[config.mk]
export PLATFORM = sky130hd
export DESIGN_NAME = gps_nmea_time_rx
export DESIGN_NICKNAME = d
export VERILOG_FILES = /design/src/rtl/gps_nmea_time_rx.sv
export SDC_FILE = /design/constraint.sdc
export NUM_CORES = 1
export LEC_CHECK = 0
export BUFFER_PORTS_ARGS = -buffer_cell sky130_fd_sc_hd__buf_2
export CORE_UTILIZATION = 50
export DETAILED_ROUTE_END_ITERATION = 16
export GPL_ROUTABILITY_DRIVEN = 1
export HOLD_SLACK_MARGIN = 0.02
export PLACE_DENSITY = 0.78
export SLEW_MARGIN = 30
export SYNTH_ARGS = -nofsm -noshare
export SYNTH_HDL_FRONTEND = slang
export SYNTH_SLANG_ARGS = --single-unit
export TNS_END_PERCENT = 1
[constraint.sdc]
create_clock -name clk_clk -period 3.9 [get_ports clk_clk]
set_input_delay 0.975 -clock clk_clk [delete_from_list [all_inputs] [get_ports clk_clk]]
set_output_delay 0.975 -clock clk_clk [all_outputs]
set_load 0.1 [all_outputs]
[src/rtl/gps_nmea_time_rx.sv]
`default_nettype none
// ============================================================================
// Module   : gps_nmea_time_rx
// Purpose  : 8N1 UART receiver feeding a $GPGGA parser. The UTC hhmmss field
//            is presented as six BCD digits.
// Revision : 1.0 - initial release
// ============================================================================
module gps_nmea_time_rx #(
  parameter int CLK_HZ = 50000000,
  parameter int BAUD   = 9600
) (
  input  logic       clk_clk,
  input  logic       reset_reset,
  input  logic       uart_rxd,
  output logic [3:0] hex0_export,
  output logic [3:0] hex1_export,
  output logic [3:0] hex2_export,
  output logic [3:0] hex3_export,
  output logic [3:0] hex4_export,
  output logic [3:0] hex5_export,
  output logic       time_valid,
  output logic       sentence_stb,
  output logic       frame_err
);

  localparam int DIV  = CLK_HZ / BAUD;
  localparam int HALF = DIV / 2;
  localparam int CW   = $clog2(DIV) + 1;
  localparam logic [CW-1:0] C_DIV_LAST  = CW'(DIV - 1);
  localparam logic [CW-1:0] C_HALF_LAST = CW'(HALF - 1);

  typedef enum logic [1:0] {R_IDLE, R_START, R_DATA, R_STOP} rx_state_t;
  typedef enum logic [1:0] {P_IDLE, P_HDR, P_TIME} p_state_t;

  // ---------------------------------------------------------------- UART ---
  logic            rxd_meta_q, rxd_sync_q, rxd_prev_q;
  rx_state_t       rx_state_q, rx_state_d;
  logic [CW-1:0]   cnt_q, cnt_d;
  logic [2:0]      bit_cnt_q, bit_cnt_d;
  logic [7:0]      shift_q, shift_d;
  logic [7:0]      byte_q, byte_d;
  logic            byte_vld_q, byte_vld_d;
  logic            frame_err_q, frame_err_d;

  // Two-flop synchronizer plus one delayed copy for falling-edge detection;
  // all idle high so reset never looks like a start bit.
  always_ff @(posedge clk_clk or posedge reset_reset) begin
    if (reset_reset) begin
      rxd_meta_q <= 1'b1;
      rxd_sync_q <= 1'b1;
      rxd_prev_q <= 1'b1;
    end else begin
      rxd_meta_q <= uart_rxd;
      rxd_sync_q <= rxd_meta_q;
      rxd_prev_q <= rxd_sync_q;
    end
  end

  // Receiver state register.
  always_ff @(posedge clk_clk or posedge reset_reset) begin
    if (reset_reset) begin
      rx_state_q  <= R_IDLE;
      cnt_q       <= '0;
      bit_cnt_q   <= '0;
      shift_q     <= '0;
      byte_q      <= '0;
      byte_vld_q  <= 1'b0;
      frame_err_q <= 1'b0;
    end else begin
      rx_state_q  <= rx_state_d;
      cnt_q       <= cnt_d;
      bit_cnt_q   <= bit_cnt_d;
      shift_q     <= shift_d;
      byte_q      <= byte_d;
      byte_vld_q  <= byte_vld_d;
      frame_err_q <= frame_err_d;
    end
  end

  // Receiver next state: start bit checked at mid-bit, then data/stop every DIV.
  // A falling edge is required to start, so after a low stop bit the line
  // must return high before the next byte can begin.
  always_comb begin
    rx_state_d  = rx_state_q;
    cnt_d       = cnt_q;
    bit_cnt_d   = bit_cnt_q;
    shift_d     = shift_q;
    byte_d      = byte_q;
    byte_vld_d  = 1'b0;
    frame_err_d = 1'b0;
    case (rx_state_q)
      R_IDLE: begin
        if (rxd_prev_q && !rxd_sync_q) begin
          rx_state_d = R_START;
          cnt_d      = '0;
          bit_cnt_d  = '0;
        end
      end
      R_START: begin
        if (cnt_q == C_HALF_LAST) begin
          cnt_d      = '0;
          rx_state_d = rxd_sync_q ? R_IDLE : R_DATA;
        end else begin
          cnt_d = cnt_q + CW'(1);
        end
      end
      R_DATA: begin
        if (cnt_q == C_DIV_LAST) begin
          cnt_d     = '0;
          shift_d   = {rxd_sync_q, shift_q[7:1]};
          bit_cnt_d = bit_cnt_q + 3'd1;
          if (bit_cnt_q == 3'd7) rx_state_d = R_STOP;
        end else begin
          cnt_d = cnt_q + CW'(1);
        end
      end
      R_STOP: begin
        if (cnt_q == C_DIV_LAST) begin
          cnt_d      = '0;
          rx_state_d = R_IDLE;
          if (rxd_sync_q) begin
            byte_vld_d = 1'b1;
            byte_d     = shift_q;
          end else begin
            frame_err_d = 1'b1;
          end
        end else begin
          cnt_d = cnt_q + CW'(1);
        end
      end
      default: rx_state_d = R_IDLE;
    endcase
  end

  // -------------------------------------------------------------- Parser ---
  p_state_t         p_state_q, p_state_d;
  logic [2:0]       idx_q, idx_d;
  logic [5:0][3:0]  shadow_q, shadow_d;
  logic [5:0][3:0]  hex_q, hex_d;
  logic             stb_q, stb_d;
  logic             valid_q, valid_d;
  logic [7:0]       w_hdr_char;
  logic             w_is_digit;

  // Expected header character at the current match position ("GPGGA,").
  always_comb begin
    w_hdr_char = 8'h00;
    case (idx_q)
      3'd0: w_hdr_char = 8'h47;
      3'd1: w_hdr_char = 8'h50;
      3'd2: w_hdr_char = 8'h47;
      3'd3: w_hdr_char = 8'h47;
      3'd4: w_hdr_char = 8'h41;
      3'd5: w_hdr_char = 8'h2C;
      default: w_hdr_char = 8'h00;
    endcase
  end

  assign w_is_digit = (byte_q >= 8'h30) && (byte_q <= 8'h39);

  // Parser state register.
  always_ff @(posedge clk_clk or posedge reset_reset) begin
    if (reset_reset) begin
      p_state_q <= P_IDLE;
      idx_q     <= '0;
      shadow_q  <= '0;
      hex_q     <= '0;
      stb_q     <= 1'b0;
      valid_q   <= 1'b0;
    end else begin
      p_state_q <= p_state_d;
      idx_q     <= idx_d;
      shadow_q  <= shadow_d;
      hex_q     <= hex_d;
      stb_q     <= stb_d;
      valid_q   <= valid_d;
    end
  end

  // Parser next state: '$' always resynchronises; digits fill shadow slots
  // 0..5 (hh,mm,ss) and the sixth digit commits all of them at once.
  always_comb begin
    p_state_d = p_state_q;
    idx_d     = idx_q;
    shadow_d  = shadow_q;
    hex_d     = hex_q;
    stb_d     = 1'b0;
    valid_d   = valid_q;
    if (byte_vld_q) begin
      if (byte_q == 8'h24) begin
        p_state_d = P_HDR;
        idx_d     = '0;
      end else begin
        case (p_state_q)
          P_HDR: begin
            if (byte_q == w_hdr_char) begin
              if (idx_q == 3'd5) begin
                p_state_d = P_TIME;
                idx_d     = '0;
              end else begin
                idx_d = idx_q + 3'd1;
              end
            end else begin
              p_state_d = P_IDLE;
            end
          end
          P_TIME: begin
            if (w_is_digit) begin
              // ASCII '0'..'9' minus 0x30 is simply the low nibble.
              shadow_d[idx_q] = byte_q[3:0];
              if (idx_q == 3'd5) begin
                hex_d     = {shadow_d[0], shadow_d[1], shadow_d[2],
                             shadow_d[3], shadow_d[4], shadow_d[5]};
                stb_d     = 1'b1;
                valid_d   = 1'b1;
                p_state_d = P_IDLE;
              end else begin
                idx_d = idx_q + 3'd1;
              end
            end else begin
              p_state_d = P_IDLE;
            end
          end
          default: p_state_d = P_IDLE;
        endcase
      end
    end
  end

  assign hex5_export  = hex_q[5];
  assign hex4_export  = hex_q[4];
  assign hex3_export  = hex_q[3];
  assign hex2_export  = hex_q[2];
  assign hex1_export  = hex_q[1];
  assign hex0_export  = hex_q[0];
  assign time_valid   = valid_q;
  assign sentence_stb = stb_q;
  assign frame_err    = frame_err_q;

endmodule
`default_nettype wire
==> results of run 1 <==
layout make-up:
type / count / area (um^2)
clock buffers: 10 / 128
inverters: 16 / 61.3
multi-input cells: 270 / 1920
flip-flops and latches: 95 / 2380
clock inverters: 6 / 92.6
repair buffers: 30 / 165
well taps: 108 / 135
fillers: 752 / 3800
power by group:
| part | leakage [nW] | internal, mW | switching (mW) |
|---|---|---|---|
| registers | 1.30 | 1.03 | 0.0774 |
| clock network | 0.103 | 0.365 | 0.338 |
| logic | 0.963 | 0.0749 | 0.0821 |
cell families (layout without fill, tap and decap cells):
logic type | count (synthesis) | after routing
compound gates | 71 | 71
xor+xnor | 5 | 5
fa+ha+maj | 8 | 8
buf+inv | 34 | 62
flops | 95 | 95
mux | 60 | 60
simple gates | 126 | 126
routing by layer:
metal / global-route usage (%) / up-vias / wire (um)
li1: - / 1434 / -
met4: 7.48 / 0 / 94
met5: 0 / - / 0
met3: 3.05 / 8 / 236
met1: 24.5 / 1427 / 3880
met2: 33.2 / 50 / 3940
cell usage in the layout, fill, tap and decap left out, drive strengths merged, types with 5 or more instances in the layout:
master	n
and3	6
mux2i	19
ha	8
a31oi	6
o21ai	38
inv	15
or3	5
clkbuf	10
nand3	8
nor2b	5
mux2	41
nand2	59
nor2	15
a21oi	12
dfrtp	92
nor3	6
buf	30
o31ai	5
through the flow:
step / power (mW) / hold slack (ps)
after global routing: 2.04 / 372
after global placement: 1.27 / 351
after CTS: 1.99 / 366
final: 1.97 / 366
after floorplan: 1.24 / 345
after detailed placement: 1.28 / 352
state kept, by name (all words and copies together) (netlist names), 2 cells and up, named ones only:
name,count
cnt_q,14
hex3_export,4
shift_q,8
p_state_q,2
hex4_export,4
hex5_export,4
shadow_q,24
hex0_export,4
byte_q,8
idx_q,3
hex2_export,4
bit_cnt_q,3
hex1_export,4
worst min-delay path by stage:
| stage | start | end | slack [ps] | cells past startpoint |
|---|---|---|---|---|
| 4_1_cts | rxd_meta_q | rxd_sync_q | 370 | 0 |
| 5_1_grt | rxd_meta_q | rxd_sync_q | 370 | 0 |
| 3_3_place_gp | rxd_meta_q | rxd_sync_q | 350 | 0 |
| 2_1_floorplan | rxd_meta_q | rxd_sync_q | 350 | 0 |
| 3_5_place_dp | rxd_meta_q | rxd_sync_q | 350 | 0 |
| 6_report | rxd_meta_q | rxd_sync_q | 370 | 0 |
==> load_flow_metrics.sql, run 1 <==
INSERT INTO impl_metrics (metric_group, metric, value, unit) VALUES
('grt', 'grt_start_max_net_pins', '50', ''),
('floorplan', 'die_y', '96.4', 'um'),
('route', 'avgViaCountPerCell', '5.46', ''),
('synth', 'syn_area', '4460', 'um^2'),
('floorplan', 'chipWidth', '96.4', 'um'),
('floorplan', 'dieArea', '9290', 'um^2'),
('placement', 'io_buffers', '29', ''),
('worst_setup_path', 'cells_along_the_critical_path', 'inv_1, ha_1, o21ba_2, or4_1, a2111o_1, nor4_4, o31ai_1, o2bb2ai_1', ''),
('grt', 'grt.overflow.total', '0', ''),
('synth', 'synth_most_common_cell', 'sky130_fd_sc_hd__dfrtp_1', ''),
('cts', 'post-cts-setup-buffers', '0', ''),
('floorplan', 'initial_utilization', '51.4', '%'),
('sta', 'timing.max_slew.rel_slack', '42.7', '%'),
('cells_and_area', 'layout-area-overhead-vs-synth', '9.46', '%'),
('worst_setup_path', 'r2r.worst_path.cells', '8', ''),
('worst_setup_path', 'buffer_and_inverter_count_on_the_worst_path', '1', ''),
('synth', 'ys_seq_area_share', '53.4', '%'),
('grt', 'first_global_vias', '2881', ''),
('cells_and_area', 'insertedDiodeCount', '0', ''),
('sta', 'setup_violations', '0', ''),
('grt', 'grt_util_all_layers', '19.3', '%'),
('cells_and_area', 'final_nets', '433', ''),
('synth', 'post_synth_inst_count', '399', ''),
('synth', 'yosys_most_used_dff', 'sky130_fd_sc_hd__dfrtp_1', ''),
('sta', 'setup_repair_after_global_routing_missed_its_margin', 'false', ''),
('worst_setup_path', 'critical_path_end', 'idx_q[1]', ''),
('cts', 'cts-resized-gates', '0', ''),
('placement', 'routabilityCongestion', '0.910', ''),
('sta', 'final_critical_path_setup_slack', '1080', 'ps'),
('cts', 'longest_clk_path_bufs', '2', ''),
('worst_setup_path', 'timing.rr.start', 'idx_q[0]', ''),
('synth', 'synth_async_sr_flop_share', '100', '%'),
('power_and_ir_drop', 'power_density', '403', 'nW/um^2'),
('sta', 'tns', '0', 'ps'),
('synth', 'yosys.area.top_type_share', '51.7', '%'),
('worst_setup_path', 'crit_cells', '8', ''),
('synth', 'ys_ff_latch', '95', ''),
('cts', 'cts_sinks', '95', ''),
('synth', 'synthesized_area_per_cell', '11.2', 'um^2'),
('synth', 'post_synth_and_or_nand_nor_area_fraction', '15.1', '%'),
('route', 'drt_drc_violations_left', '0', ''),
('job', 'maxCapViolCount', '0', ''),
('cells_and_area', 'drive_gt1_share', '24.6', '%'),
('run_status', 'outcome', 'completed', ''),
('worst_setup_path', 'data_arrival_critical_path', '3050', 'ps'),
('worst_setup_path', 'worst-setup-path-type', 'reg -> reg', ''),
('synth', 'synth_top_cell_by_area', 'sky130_fd_sc_hd__dfrtp_1', ''),
('synth', 'synth_enable_flop_cells', '0', ''),
('synth', 'area_contributors_post_synth', 'sky130_fd_sc_hd__dfrtp_1 (52%), sky130_fd_sc_hd__mux2_2 (10%), sky130_fd_sc_hd__nand2_1 (4.9%)', ''),
('route', 'routed_wl', '8.16', 'mm'),
('placement', 'hpwl', '5.67', 'mm'),
('placement', 'placedInstanceArea', '4660', 'um^2'),
('grt', 'grt_first_pass_wirelength', '13.5', 'mm'),
('cells_and_area', 'finish.utilization', '56.2', '%'),
('synth', 'postSynthNetCount', '410', ''),
('cells_and_area', 'final_cells', '535', ''),
('placement', 'place_worst_setup_slack', '1110', 'ps'),
('floorplan', 'ioPinCount', '30', ''),
('sta', 'final-max-slew-violation-count', '0', ''),
('cts', 'path_clk_slew', '100', 'ps'),
('sta', 'fmax', '0.355', 'GHz'),
('synth', 'synth_xor_area_share', '0.983', '%'),
('cts', 'number_of_h_tree_levels', '3', ''),
('floorplan', 'num_rows', '34', ''),
('worst_setup_path', 'timing.critical_path.to_type', 'flop', ''),
('synth', 'post_synthesis_share_of_cell_area_spent_on_full_adders_half_adders_and_majority_gates', '2.25', '%'),
('grt', 'antenna_found_initial', '0', ''),
('synth', 'synth_compound_gate_area_share', '9.77', '%'),
('sta', 'final-hold-violation-count', '0', ''),
('cts', 'clockRootBuffer', 'sky130_fd_sc_hd__clkbuf_8', ''),
('synth', 'synth_top_family_by_area', 'simple AND/OR/NAND/NOR gates', '');
Note: power is estimated with default switching activity, not from simulation.
==> inputs of run 2 (changes only) <==
--- a/config.mk
+++ b/config.mk
@@ -5,6 +5,7 @@
 export SDC_FILE = /design/constraint.sdc
 export NUM_CORES = 1
 export LEC_CHECK = 0
+export ABC_AREA = 1
 export BUFFER_PORTS_ARGS = -buffer_cell sky130_fd_sc_hd__buf_2
 export CORE_UTILIZATION = 50
 export DETAILED_ROUTE_END_ITERATION = 16
==> constraint.sdc (replaced) <==
create_clock -name clk_clk -period 2.9 [get_ports clk_clk]
set_input_delay 0.725 -clock clk_clk [delete_from_list [all_inputs] [get_ports clk_clk]]
set_output_delay 0.725 -clock clk_clk [all_outputs]
set_load 0.1 [all_outputs]
==> load_flow_metrics.sql, run 2 <==
INSERT INTO impl_metrics (metric_group, metric, value, unit) VALUES
('grt', 'grt_first_pass_wirelength', '16.0', 'mm'),
('synth', 'muxShareOfSynthArea', '0', '%'),
('cts', 'insertion_delay', '370', 'ps'),
('cells_and_area', 'final_nets', '614', ''),
('job', 'maxCapViolCount', '0', ''),
('cts', 'path_clk_slew', '90', 'ps'),
('synth', 'post_synth_and_or_nand_nor_area_fraction', '30.8', '%'),
('power_and_ir_drop', 'power_density', '499', 'nW/um^2'),
('synth', 'postSynthNetCount', '587', ''),
('run_status', 'outcome', 'finished, violations left', ''),
('sta', 'finalCritPeriodShare', '73.7', '%'),
('synth', 'yosys_most_used_dff', 'sky130_fd_sc_hd__dfrtp_1', ''),
('min_path', 'hold_class', 'reg -> reg', ''),
('placement', 'routabilityCongestion', '0.882', ''),
('cells_and_area', 'mostFrequentLayoutCells', 'sky130_fd_sc_hd__nand2_1 (251), sky130_fd_sc_hd__dfrtp_1 (92), sky130_fd_sc_hd__inv_1 (43)', ''),
('synth', 'post_synthesis_share_of_cell_area_spent_on_full_adders_half_adders_and_majority_gates', '2.15', '%'),
('floorplan', 'num_rows', '34', ''),
('grt', 'grt_start_max_net_pins', '96', ''),
('synth', 'synth_most_common_cell', 'sky130_fd_sc_hd__nand2_1', ''),
('synth', 'synth_compound_gate_area_share', '8.62', '%'),
('sta', 'fmax', '0.468', 'GHz'),
('cts', 'cts_inserted_buffers', '9', ''),
('route', 'avgRoutedWirePerCell', '12.4', 'um'),
('cts', 'longest_clk_path_bufs', '2', ''),
('cells_and_area', 'reg.largest.list', 'shadow_q x24, cnt_q x14', ''),
('route', 'routed_wl', '8.90', 'mm'),
('worst_setup_path', 'critical_path_end', 'shadow_q[11]', ''),
('cells_and_area', 'final.fill_count', '799', ''),
('worst_setup_path', 'r2r.worst_path.cells', '7', ''),
('synth', 'synth_cell_type_count', '41', ''),
('cts', 'clockRootBuffer', 'sky130_fd_sc_hd__clkbuf_8', ''),
('worst_setup_path', 'timing.rr.end', 'shadow_q[11]', ''),
('synth', 'synth_async_sr_flop_share', '100', '%'),
('synth', 'ys_seq_area_share', '51.1', '%'),
('worst_setup_path', 'critPathLaunchType', 'flop', ''),
('worst_setup_path', 'critPathRequiredTime', '3200', 'ps'),
('sta', 'finalWorstPathRequiredPeriod', '2140', 'ps'),
('synth', 'synth_warnings', '0', ''),
('floorplan', 'die_y', '98.5', 'um'),
('grt', 'first_global_vias', '3530', ''),
('synth', 'yosys.area.top_type_share', '49.4', '%'),
('synth', 'synthTopCellsByCount', 'sky130_fd_sc_hd__nand2_1 (251), sky130_fd_sc_hd__dfrtp_1 (92), sky130_fd_sc_hd__inv_1 (44)', ''),
('synth', 'synth_enable_flop_cells', '0', ''),
('cells_and_area', 'number_of_flip_flops_under_the_largest_register_name', '24', ''),
('sta', 'worst_pin_slew', '734', 'ps'),
('sta', 'tns', '0', 'ps'),
('power_and_ir_drop', 'final_total_power', '2.51', 'mW'),
('grt', 'grt_use_met1', '26.4', '%'),
('grt', 'grt_util_met3', '3.76', '%'),
('power_and_ir_drop', 'peakVddDrop', '0.438', 'mV'),
('cells_and_area', 'final_cells', '716', ''),
('route', 'avgViaCountPerCell', '5.16', ''),
('route', 'drt_drc_violations_left', '3', ''),
('sta', 'setup_repair_after_global_routing_missed_its_margin', 'false', ''),
('sta', 'setup_violations', '0', ''),
('sta', 'timing.max_slew.rel_slack', '51.0', '%'),
('synth', 'area_contributors_post_synth', 'sky130_fd_sc_hd__dfrtp_1 (49%), sky130_fd_sc_hd__nand2_1 (20%), sky130_fd_sc_hd__o21ai_0 (3.8%)', ''),
('worst_setup_path', 'timing.critical_path.to_type', 'flop', ''),
('worst_setup_path', 'data_arrival_critical_path', '2440', 'ps'),
('placement', 'io_buffers', '29', ''),
('cts', 'cts-resized-gates', '0', ''),
('placement', 'place_worst_setup_slack', '798', 'ps'),
('grt', 'grt_util_all_layers', '20.3', '%'),
('cells_and_area', 'insertedDiodeCount', '0', ''),
('cells_and_area', 'layout-area-overhead-vs-synth', '7.95', '%'),
('floorplan', 'ioPinCount', '30', ''),
('cts', 'cts_sinks', '95', ''),
('route', 'dr.first_iter.drc_count', '206', ''),
('sta', 'final_critical_path_setup_slack', '763', 'ps'),
('floorplan', 'initial_utilization', '52.4', '%'),
('sta', 'final-hold-violation-count', '0', ''),
('floorplan', 'core_area', '8890', 'um^2'),
('cts', 'post-cts-setup-buffers', '0', ''),
('grt', 'grt.overflow.total', '0', ''),
('route', 'routed-via-count', '3692', ''),
('synth', 'synthesized_area_per_cell', '8.09', 'um^2'),
('worst_setup_path', 'worst-setup-path-type', 'reg -> reg', ''),
('sta', 'skew', '12.2', 'ps'),
('synth', 'synth_top_family_by_area', 'simple AND/OR/NAND/NOR gates', ''),
('worst_setup_path', 'timing.rr.start', 'byte_q[7]', ''),
('placement', 'dp.cells', '700', ''),
('synth', 'synth_xor_area_share', '0.752', '%'),
('sta', 'hold_ws', '362', 'ps'),
('placement', 'hpwl', '6.16', 'mm'),
('synth', 'synth_top_cell_by_area', 'sky130_fd_sc_hd__dfrtp_1', ''),
('worst_setup_path', 'rrSetupSlack', '760', 'ps'),
('route', 'route.antenna.remaining_nets', '0', ''),
('worst_setup_path', 'cp_max_fo', '26', ''),
('sta', 'final-max-slew-violation-count', '0', ''),
('floorplan', 'chipWidth', '98.5', 'um'),
('cts', 'post_cts_hold_buffer_count', '0', ''),
('cts', 'number_of_h_tree_levels', '3', ''),
('cells_and_area', 'layout.cells.most_common', 'sky130_fd_sc_hd__nand2_1', ''),
('synth', 'ys_ff_latch', '95', ''),
('floorplan', 'dieArea', '9710', 'um^2'),
('power_and_ir_drop', 'p_leak', '2.65', 'nW'),
('grt', 'antenna_found_initial', '0', ''),
('run_status', 'violations', 'DRC', ''),
('grt', 'gr-max-usage-layer', 'met2', ''),
('grt', 'global_route.usage.met2', '35.0', '%'),
('route', 'detail_route.first_pass.iterations', '11', ''),
('cells_and_area', 'drive_gt1_share', '13.2', '%'),
('cts', 'cts_tree', 'built', ''),
('worst_setup_path', 'critPathLaunch', 'byte_q[7]', ''),
('cells_and_area', 'register_bank_with_the_most_flops', 'shadow_q', ''),
('synth', 'post_synth_inst_count', '576', ''),
('synth', 'syn_area', '4660', 'um^2');
## run 2: logic make-up (layout without fill, tap and decap cells)
family / count (synthesis) / count (layout)
XOR/XNOR: 4 / 4
AND/OR/NAND/NOR: 335 / 335
flip-flops: 95 / 95
buffers and inverters: 64 / 96
adder cells (fa/ha/maj): 8 / 8
AO/OA/AOI/OAI: 70 / 70
## run 2: worst max-delay path, cell delays in order, from the launching register on
cell and delay [ps]:
sky130_fd_sc_hd__dfrtp_1 410, sky130_fd_sc_hd__nor2_1 150, sky130_fd_sc_hd__nand3_1 130, sky130_fd_sc_hd__nor2_2 190
sky130_fd_sc_hd__nand3_4 300, sky130_fd_sc_hd__inv_1 670, sky130_fd_sc_hd__nand2_1 130, sky130_fd_sc_hd__nand2_1 100
## run 2: how the worst min path moves through the flow
stage               slack [ps]  cells after the start  startpoint    endpoint
floorplan                  350                      0  rxd_meta_q  rxd_sync_q
finish                     360                      0  rxd_meta_q  rxd_sync_q
CTS                        360                      0  rxd_meta_q  rxd_sync_q
global placement           350                      0  rxd_meta_q  rxd_sync_q
detailed placement         350                      0  rxd_meta_q  rxd_sync_q
global route               360                      0  rxd_meta_q  rxd_sync_q
## run 2: routing by layer
layer  routed length, um  part of all wire (%)  vias up
met5                   0                     0        -
li1                    -                     -     1880
met1                4170                    47     1735
met2                4330                    49       68
met4                  94                   1.1        0
met3                 311                   3.5        9
## run 2: final cells by class
class                   instances  area [um^2]  area share (%)
flip-flops and latches         95         2380            47.4
multi-input cells             417         1970            39.2
inverters                      50          198            3.93
repair buffers                 30          165            3.28
well taps                     108          135            2.69
clock buffers                   9          124            2.46
clock inverters                 7         55.1            1.09
## run 2: where the power goes
part / total [mW] / internal, mW / leakage [nW] / switching, mW
sequential: 1.42 / 1.37 / 1.31 / 0.0504
combinational: 0.292 / 0.0836 / 1.24 / 0.209
clock: 0.801 / 0.322 / 0.0919 / 0.478
total: 2.51 / 1.77 / 2.65 / 0.738
## run 2: through the flow
step | cell area [um^2] | util (%)
after floorplan | 4660 | -
after global placement | 4850 | 54.5
after detailed placement | 4850 | 54.5
after CTS | 5030 | 56.6
after global routing | 5030 | 56.6
final | 5030 | 56.6
==> inputs of run 3 (changes only) <==
==> constraint.sdc (replaced) <==
create_clock -name clk_clk -period 2.2 [get_ports clk_clk]
set_input_delay 0.55 -clock clk_clk [delete_from_list [all_inputs] [get_ports clk_clk]]
set_output_delay 0.55 -clock clk_clk [all_outputs]
set_load 0.1 [all_outputs]
==> load_flow_metrics.sql, run 3 (same netlist as run 2, synthesis figures left out) <==
INSERT INTO impl_metrics (metric_group, metric, value, unit) VALUES
('worst_setup_path', 'rrSetupSlack', '190', 'ps'),
('route', 'drt_drc_violations_left', '2', ''),
('job', 'maxCapViolCount', '0', ''),
('grt', 'antenna_found_initial', '0', ''),
('power_and_ir_drop', 'p_leak', '2.69', 'nW'),
('floorplan', 'initial_utilization', '52.4', '%'),
('cells_and_area', 'multiInputGateArea', '1970', 'um^2'),
('cts', 'cts_sinks', '95', ''),
('worst_setup_path', 'worst-setup-path-type', 'reg -> reg', ''),
('worst_setup_path', 'critPathLaunch', 'idx_q[1]', ''),
('route', 'routed_wl', '9.22', 'mm'),
('sta', 'worst_pin_slew', '489', 'ps'),
('power_and_ir_drop', 'power_density', '681', 'nW/um^2'),
('route', 'detail_route.first_pass.iterations', '12', ''),
('worst_setup_path', 'critPathLaunchType', 'flop', ''),
('cells_and_area', 'mostFrequentLayoutCells', 'sky130_fd_sc_hd__nand2_1 (251), sky130_fd_sc_hd__dfrtp_1 (92), sky130_fd_sc_hd__inv_1 (43)', ''),
('sta', 'setup_violations', '0', ''),
('power_and_ir_drop', 'total_net_switching_power', '946', 'uW'),
('cells_and_area', 'sequential_cell_area', '2380', 'um^2'),
('route', 'routed-wl-met3', '439', 'um'),
('cells_and_area', 'insertedDiodeCount', '0', ''),
('power_and_ir_drop', 'peakVddDrop', '0.704', 'mV'),
('run_status', 'outcome', 'finished, violations left', ''),
('worst_setup_path', 'r2r.worst_path.cells', '13', ''),
('placement', 'io_buffers', '29', ''),
('route', 'routedLengthMet1', '4.11', 'mm'),
('floorplan', 'dieArea', '9710', 'um^2'),
('power_and_ir_drop', 'clkPwrFrac', '35.0', '%'),
('cts', 'clockRootBuffer', 'sky130_fd_sc_hd__clkbuf_8', ''),
('grt', 'grt_start_max_net_pins', '48', ''),
('floorplan', 'die_y', '98.5', 'um'),
('cts', 'number_of_h_tree_levels', '3', ''),
('worst_setup_path', 'timing.rr.start', 'idx_q[1]', ''),
('sta', 'final-hold-violation-count', '0', ''),
('run_status', 'violations', 'DRC', ''),
('route', 'dr.first_iter.drc_count', '168', ''),
('worst_setup_path', 'cp_max_fo', '9', ''),
('sta', 'skew', '10.2', 'ps'),
('floorplan', 'ioPinCount', '30', ''),
('cells_and_area', 'final.fill_count', '791', ''),
('route', 'avgRoutedWirePerCell', '12.8', 'um'),
('cells_and_area', 'number_of_flip_flops_under_the_largest_register_name', '24', ''),
('power_and_ir_drop', 'swShare', '27.1', '%'),
('cells_and_area', 'drive_gt1_share', '14.0', '%'),
('power_and_ir_drop', 'power.internal', '2.55', 'mW'),
('sta', 'timing.max_slew.rel_slack', '67.6', '%'),
('placement', 'routabilityCongestion', '0.870', ''),
('min_path', 'hold_class', 'in -> async', ''),
('grt', 'first_global_vias', '3630', ''),
('worst_setup_path', 'timing.critical_path.to_type', 'flop', ''),
('floorplan', 'core_area', '8890', 'um^2'),
('sta', 'fmax', '0.496', 'GHz'),
('cts', 'insertion_delay', '360', 'ps'),
('sta', 'finalCritPeriodShare', '91.6', '%'),
('grt', 'grt.overflow.total', '0', ''),
('worst_setup_path', 'timing.rr.end', 'idx_q[0]', ''),
('sta', 'tns', '0', 'ps'),
('grt', 'grt_first_pass_wirelength', '16.0', 'mm'),
('route', 'avgViaCountPerCell', '5.20', ''),
('cells_and_area', 'reg.largest.list', 'shadow_q x24, cnt_q x14', ''),
('floorplan', 'chipWidth', '98.5', 'um'),
('cts', 'path_clk_slew', '90', 'ps'),
('sta', 'setup_repair_after_global_routing_missed_its_margin', 'false', ''),
('cts', 'cts_tree', 'built', ''),
('sta', 'final-max-slew-violation-count', '0', ''),
('cts', 'longest_clk_path_bufs', '2', ''),
('cells_and_area', 'layout-area-overhead-vs-synth', '10.1', '%'),
('worst_setup_path', 'critPathRequiredTime', '2450', 'ps'),
('sta', 'hold_ws', '84.7', 'ps'),
('cells_and_area', 'register_bank_with_the_most_flops', 'shadow_q', ''),
('route', 'topRoutingLayerUsed', 'met4', ''),
('route', 'met2WireLength', '4.54', 'mm'),
('placement', 'hpwl', '6.47', 'mm'),
('grt', 'grt_util_all_layers', '20.6', '%'),
('floorplan', 'num_rows', '34', ''),
('worst_setup_path', 'data_arrival_critical_path', '2260', 'ps'),
('power_and_ir_drop', 'share_of_power_burned_in_combinational_logic', '11.7', '%'),
('cts', 'cts_inserted_buffers', '9', ''),
('route', 'routed-via-count', '3755', ''),
('power_and_ir_drop', 'share_seq_of_total_power', '53.4', '%'),
('cells_and_area', 'layout.cells.most_common', 'sky130_fd_sc_hd__nand2_1', ''),
('cells_and_area', 'final_nets', '621', ''),
('route', 'route.antenna.remaining_nets', '0', ''),
('sta', 'finalWorstPathRequiredPeriod', '2010', 'ps');
[run 3: metal layers]
| metal | track usage (%) | vias up |
|---|---|---|
| met5 | 0 | - |
| met4 | 6.89 | 0 |
| met3 | 4.89 | 16 |
| met2 | 36.4 | 97 |
| met1 | 24.8 | 1741 |
| li1 | - | 1901 |
[run 3: layout make-up]
class,instances,area share [%]
Sequential cell,95,46.4
Clock buffer,10,2.49
Inverter,50,3.85
Tap cell,108,2.63
Clock inverter,5,1.63
Multi-Input combinational cell,417,38.5
Timing Repair Buffer,37,4.49
[run 3: worst max-delay path by stage]
stage          depth (start not counted)  slack (ps)  endpoint
2_1_floorplan                         14         430  idx_q[0]
3_3_place_gp                          13         280  idx_q[2]
3_5_place_dp                          13         160  idx_q[0]
4_1_cts                               13         150  idx_q[0]
5_1_grt                               14          10  idx_q[2]
6_report                              13         190  idx_q[0]
[run 3: power by group through the flow]
stage | logic (mW) | registers, mW | clock network [mW]
global placement | 0.385 | 1.90 | 0
detailed placement | 0.408 | 1.90 | 0
finish | 0.408 | 1.87 | 1.22
global route | 0.466 | 1.87 | 1.33
floorplan | 0.330 | 1.89 | 0
CTS | 0.410 | 1.86 | 1.26
[run 3: stage by stage]
step / setup slack [ps] / area, um^2 / instances / power (mW) / util (%)
floorplan: 428 / 4660 / 576 / 2.22 / -
CTS: 146 / 5130 / 722 / 3.53 / 57.7
global placement: 284 / 4910 / 707 / 2.28 / 55.3
global route: 9.99 / 5130 / 722 / 3.67 / 57.7
detailed placement: 165 / 4910 / 707 / 2.31 / 55.3
finish: 185 / 5130 / 722 / 3.49 / 57.7
[run 3: repair_timing]
action / CTS / global route
setup endpoints to repair: 0 / 5
endpoints found under the hold margin: 0 / 0
setup buffers: 0 / 0
hold buffers: 0 / 0
resized for setup: 0 / 1
[run 3: worst max-delay path, stage by stage (launching register included)]
cell and delay, ps:
sky130_fd_sc_hd__dfrtp_1 470, sky130_fd_sc_hd__inv_1 180, sky130_fd_sc_hd__ha_2 300, sky130_fd_sc_hd__nand2_4 120, sky130_fd_sc_hd__nand2_1 100, sky130_fd_sc_hd__nand2_1 50, sky130_fd_sc_hd__nor2_1 80, sky130_fd_sc_hd__nand3_1 100
sky130_fd_sc_hd__nor2_1 130, sky130_fd_sc_hd__nand2_1 100, sky130_fd_sc_hd__nand2_2 80, sky130_fd_sc_hd__nand2_2 70, sky130_fd_sc_hd__nand3_1 80, sky130_fd_sc_hd__nand2_1 60
